### config.mk
export PLATFORM = sky130hd
export DESIGN_NAME = multicycle_adder_ctrl
export DESIGN_NICKNAME = d
export VERILOG_FILES = /design/src/rtl/multicycle_adder_ctrl.sv
export SDC_FILE = /design/constraint.sdc
export NUM_CORES = 1
export LEC_CHECK = 0
export CORE_ASPECT_RATIO = 1.1
export CORE_MARGIN = 2
export CORE_UTILIZATION = 55
export DETAILED_ROUTE_END_ITERATION = 10
export HOLD_SLACK_MARGIN = 0.12
export PLACE_DENSITY_LB_ADDON = 0.1
export SYNTH_ARGS = -nofsm -noshare
export SYNTH_HDL_FRONTEND = slang
export SYNTH_SLANG_ARGS = --single-unit
### constraint.sdc
create_clock -name clk -period 12.2 [get_ports clk]
set_clock_uncertainty 0.05 [all_clocks]
set_input_delay 2.44 -clock clk [delete_from_list [all_inputs] [get_ports clk]]
set_output_delay 2.44 -clock clk [all_outputs]
set_load 0.01 [all_outputs]
### src/rtl/multicycle_adder_ctrl.sv
// WIDTH-bit add/subtract computed over WIDTH/CHUNK cycles by reusing a single
// CHUNK-bit ripple-carry slice, LSB slice first, with valid/ready on both sides.

module ripple_carry_adder #(
   parameter int W = 8
) (
   input  logic [W-1:0] a_i,
   input  logic [W-1:0] b_i,
   input  logic         cin_i,
   output logic [W-1:0] s_o,
   output logic         cout_o,
   output logic         prev_cout_o
);
   logic [W:0] c;

   assign c[0] = cin_i;

   generate
      for (genvar gi = 0; gi < W; gi++) begin : g_bit
         assign s_o[gi]   = a_i[gi] ^ b_i[gi] ^ c[gi];
         assign c[gi + 1] = (a_i[gi] & b_i[gi]) | (c[gi] & (a_i[gi] ^ b_i[gi]));
      end
   endgenerate

   // Carry into the MSB; XOR with cout gives signed overflow.
   assign cout_o      = c[W];
   assign prev_cout_o = c[W-1];
endmodule

module multicycle_adder_ctrl #(
   parameter int WIDTH = 32,
   parameter int CHUNK = 8
) (
   input  logic             clk,
   input  logic             rst,
   input  logic             in_valid,
   output logic             in_ready,
   input  logic [WIDTH-1:0] A,
   input  logic [WIDTH-1:0] B,
   input  logic             sub,
   output logic             out_valid,
   input  logic             out_ready,
   output logic [WIDTH-1:0] S,
   output logic             cout,
   output logic             overflow
);
   localparam int NUM_CHUNKS = WIDTH / CHUNK;
   localparam int IDXW       = (NUM_CHUNKS > 1) ? $clog2(NUM_CHUNKS) : 1;
   localparam logic [IDXW-1:0] LAST_IDX = IDXW'(NUM_CHUNKS - 1);

   typedef enum logic [1:0] {
      IDLE,
      CALC,
      DONE
   } state_t;

   state_t           state_q, state_d;
   logic [WIDTH-1:0] a_q, a_d;
   logic [WIDTH-1:0] b_q, b_d;
   logic [WIDTH-1:0] s_q, s_d;
   logic             carry_q, carry_d;
   logic             cout_q, cout_d;
   logic             ovf_q, ovf_d;
   logic [IDXW-1:0]  idx_q, idx_d;

   logic [CHUNK-1:0] slice_a, slice_b, slice_s;
   logic             slice_cout, slice_prev;

   always_comb begin
      slice_a = '0;
      slice_b = '0;
      for (int k = 0; k < NUM_CHUNKS; k++) begin
         if (idx_q == IDXW'(k)) begin
            slice_a = a_q[k*CHUNK +: CHUNK];
            slice_b = b_q[k*CHUNK +: CHUNK];
         end
      end
   end

   ripple_carry_adder #(
      .W(CHUNK)
   ) u_slice (
      .a_i        (slice_a),
      .b_i        (slice_b),
      .cin_i      (carry_q),
      .s_o        (slice_s),
      .cout_o     (slice_cout),
      .prev_cout_o(slice_prev)
   );

   always_comb begin
      state_d = state_q;
      a_d     = a_q;
      b_d     = b_q;
      s_d     = s_q;
      carry_d = carry_q;
      cout_d  = cout_q;
      ovf_d   = ovf_q;
      idx_d   = idx_q;
      unique case (state_q)
         IDLE: begin
            // Subtraction is A + ~B + 1, the +1 entering as the first carry-in.
            if (in_valid) begin
               a_d     = A;
               b_d     = sub ? ~B : B;
               carry_d = sub;
               idx_d   = '0;
               state_d = CALC;
            end
         end
         CALC: begin
            for (int k = 0; k < NUM_CHUNKS; k++) begin
               if (idx_q == IDXW'(k)) begin
                  s_d[k*CHUNK +: CHUNK] = slice_s;
               end
            end
            carry_d = slice_cout;
            idx_d   = idx_q + 1'b1;
            if (idx_q == LAST_IDX) begin
               cout_d  = slice_cout;
               ovf_d   = slice_prev ^ slice_cout;
               idx_d   = '0;
               state_d = DONE;
            end
         end
         DONE: begin
            if (out_ready) begin
               state_d = IDLE;
            end
         end
         default: state_d = IDLE;
      endcase
   end

   always_ff @(posedge clk or posedge rst) begin
      if (rst) begin
         state_q <= IDLE;
         a_q     <= '0;
         b_q     <= '0;
         s_q     <= '0;
         carry_q <= 1'b0;
         cout_q  <= 1'b0;
         ovf_q   <= 1'b0;
         idx_q   <= '0;
      end else begin
         state_q <= state_d;
         a_q     <= a_d;
         b_q     <= b_d;
         s_q     <= s_d;
         carry_q <= carry_d;
         cout_q  <= cout_d;
         ovf_q   <= ovf_d;
         idx_q   <= idx_d;
      end
   end

   assign in_ready  = (state_q == IDLE);
   assign out_valid = (state_q == DONE);
   assign S         = s_q;
   assign cout      = cout_q;
   assign overflow  = ovf_q;
endmodule

==> run metrics <==
status=complete, no violations; Synth top area share=51.6%; startpoint class of the critical path=flip-flop; Worst-Margin Slew=slightly below 0.9 ns; layout cells sized above 1=11.7%; DRT Pass-1 Iters=4; global routing met3 resource utilization=4.42%; number of synthesized flops with an enable pin=0; DRC viols=0; worst path arrival time=5.62 ns; post-synthesis cell type count=34; Via density=~5.5; GRT Total Usage=22.9%; fin crit share=44.4%; TritonCTS Buffers=9; post-synthesis sequential area ratio=51.6%; Net count, final=604; Synth Area in XOR/XNOR=roughly 5.8%; Tmin final=between 5 and 6 ns; unrepaired setup endpoints after global routing=no; # Post-CTS Setup Buffers=0; Clock Path Buffers=2; multi-input logic area=2120 µm²; number of global-route vias before repair=~3500; Die W=~95 µm; Syn. warnings=0; M2 GR Usage=35.1%; first-pass GRT wire length=17500 µm; CP max stage delay=0.71 ns; Post-Syn Nets=517; Routed WL=between 10000 and 15000 µm; largest family of logic cells by synthesized area=compound AO/OA/AOI/OAI gates; Cells after Synth=about 440; GR Overflow Total=0; most instantiated cells after synthesis=103 x dfrtp_1, 51 x nand2_1, 46 x nor2_1, 36 x a21oi_1, 32 x xnor2_1; H-tree levels=3; Critical Path RT=12.40 ns; PD cells=between 300 and 400 nW/µm²; placed cell area=between 5000 and 6000 µm²; Main synth FF type=dfrtp_1; detailed-route via count=3523; most common cell in the netlist=dfrtp_1; Max Cap Viol=0; multiplexer share of the synthesized area=11.2%; Worst-path clk slew=0.10 ns; CP max stage cell=ha_1; Site Rows=36; GP Congestion=0.860; placed cell count=between 600 and 700; final hold violation count=0; Die Y-Extent=between 100 and 150 µm; Global Route met1 Usage=between 30% and 40%; register area=between 2000 and 3000 µm²; Core Area=8830 µm²; cell breakdown of the critical path=inv_1 > ha_1 > nand2_1 > o21ai_0 > o221ai_1 > fa_1 > fa_1 > fa_1 > fa_1 > fa_1 > inv_1 > fa_1 > inv_1 > fa_1 > inv_1 > fa_1 > mux2_2; worst-path maximum fanout=29; ranking of synthesized cells by area=dfrtp_1 52%, mux2_4 8.7%, xnor2_1 5.6%, nand2_1 3.8%, a21oi_1 3.6%; # IOs=105; Starting Density=56.6%; pin count of the biggest net entering global routing=70; Synth Area in Adders=4.21%; worst skew pair latency=about 0.37 ns; leakage power=2.54 nW; crit end category=flip-flop; Cell Count, Final, Fillers Out=~640; initial antenna violation count=0; ANT cells=0; PortBufs=between 100 and 150; HP Class=flip-flop to flip-flop; Sink Count=103; Max Slew Vio Count=0; final instance area=6130 µm²; Most Used Layer, Global Route=met2; Area growth syn-to-layout=22.9%; antenna viol nets, final=0; Min-Delay Path Depth=2; die area=9860 µm²; Simple-Gate Fraction of Synth Area=a little under a tenth; Final HPWL DP=roughly 7700 µm; worst rel slew slack=40.8%; critical path's most frequent cell=fa_1; CTS tree=built; Synth area leader=dfrtp_1; setup_tns=0 ns; Max IR drop VDD=0.136 mV; hold_buf cts=0; area of the mapped netlist=4990 µm²; root buf cell=clkbuf_8; Avg Inst Size Synth=11.5 µm²; initial drt markers=208; Max Freq=185 MHz; fillcell total=700; Avg WL per Cell=16.3 µm; Design Power=1.85 mW; asr flop ratio synth=100%; WS Path Type=flip-flop to flip-flop; final setup fails=0; Synth Area in Compound Gates=11.9%; Yosys reg bits=about 100; Worst R2R Path Depth=17; Resized cells post-CTS=0
==> metal layers <==
metal | vias to the layer above | share of wire, %
li1 | 1669 | -
met1 | 1709 | 46
met2 | 121 | 47
met3 | 24 | 4.4
met4 | 0 | 2.6
met5 | - | 0
==> worst max-delay path: cells and delay by family, from the launching register on <==
kind	cells	cell delay, ns
compound gates	2	0.32
fa+ha+maj	9	3.75
flops	1	0.43
mux	1	0.30
simple gates	1	0.12
buf+inv	4	0.32
==> final timing paths <==
path | start | endpoint | slack [ns]
setup reg to reg | idx_q[1]$_DFFE_PP0P_ | S[15]$_DFFE_PP0P_ | 6.79
min in group asynchronous | rst | a_q[17]$_DFFE_PP0P_ | 2.39
setup / recovery | idx_q[1]$_DFFE_PP0P_ | S[15]$_DFFE_PP0P_ | 6.79
hold / removal | S[10]$_DFFE_PP0P_ | S[10]$_DFFE_PP0P_ | 0.44
hold reg to reg | S[10]$_DFFE_PP0P_ | S[10]$_DFFE_PP0P_ | 0.44
max in group asynchronous | rst | b_q[24]$_DFFE_PP0P_ | 8.54
==> cells in the final DEF, fill, tap and decap left out, types with 2 or more instances in the layout <==
cell and instances:
inv_1 10, o21ai_1 3, a21oi_1 36, nand2_1 51, o22ai_1 2, o21ai_0 28
a32o_1 2, o211ai_1 9, mux2_2 10, xnor2_1 32, nand3b_1 5, mux2_4 29
clkbuf_8 11, o221ai_1 9, clkdlybuf4s50_1 103, nor2_1 46, ha_1 4, a221o_1 3
a221oi_1 5, buf_4 3, fa_1 8, dfrtp_1 103, clkinvlp_4 3
==> registers in the layout, indices dropped and copies added, names as in the netlist <==
register,cells
S,32
a_q,32
b_q,32
idx_q,2
state_q,2
carry_q,1
cout,1
overflow,1
==> per-stage QoR <==
step	utilization, %	setup WS (ns)	hold slack [ns]
after floorplan	-	7.01	0.430
after global placement	67.3	7.08	0.411
after detailed placement	67.3	6.84	0.420
after CTS	69.5	6.82	0.441
after global routing	69.5	6.42	0.456
final	69.5	6.79	0.435
==> cells by family (layout without fill, tap and decap cells) <==
family / count (synthesis) / count (layout)
XOR/XNOR: 33 / 33
AND/OR/NAND/NOR: 108 / 108
adder cells (fa/ha/maj): 12 / 12
multiplexers: 40 / 40
buffers and inverters: 42 / 134
AO/OA/AOI/OAI: 98 / 98
flip-flops: 103 / 103
==> report_power, final <==
| group | switching, mW | internal [mW] | total, mW |
|---|---|---|---|
| logic | 0.514 | 0.489 | 1.00 |
| clock network | 0.117 | 0.0864 | 0.204 |
| registers | 0.122 | 0.517 | 0.640 |
==> final cells by class <==
type                       count  share of cell area, %
clock buffer                  11                   2.47
clock inverter                 5                  0.653
inverter                      11                  0.714
multi-input combinational    291                   34.6
sequential                   103                   42.0
tap                          114                   2.33
timing repair buffer         107                   17.3
No activity file was read; power rests on OpenSTA's default activity.
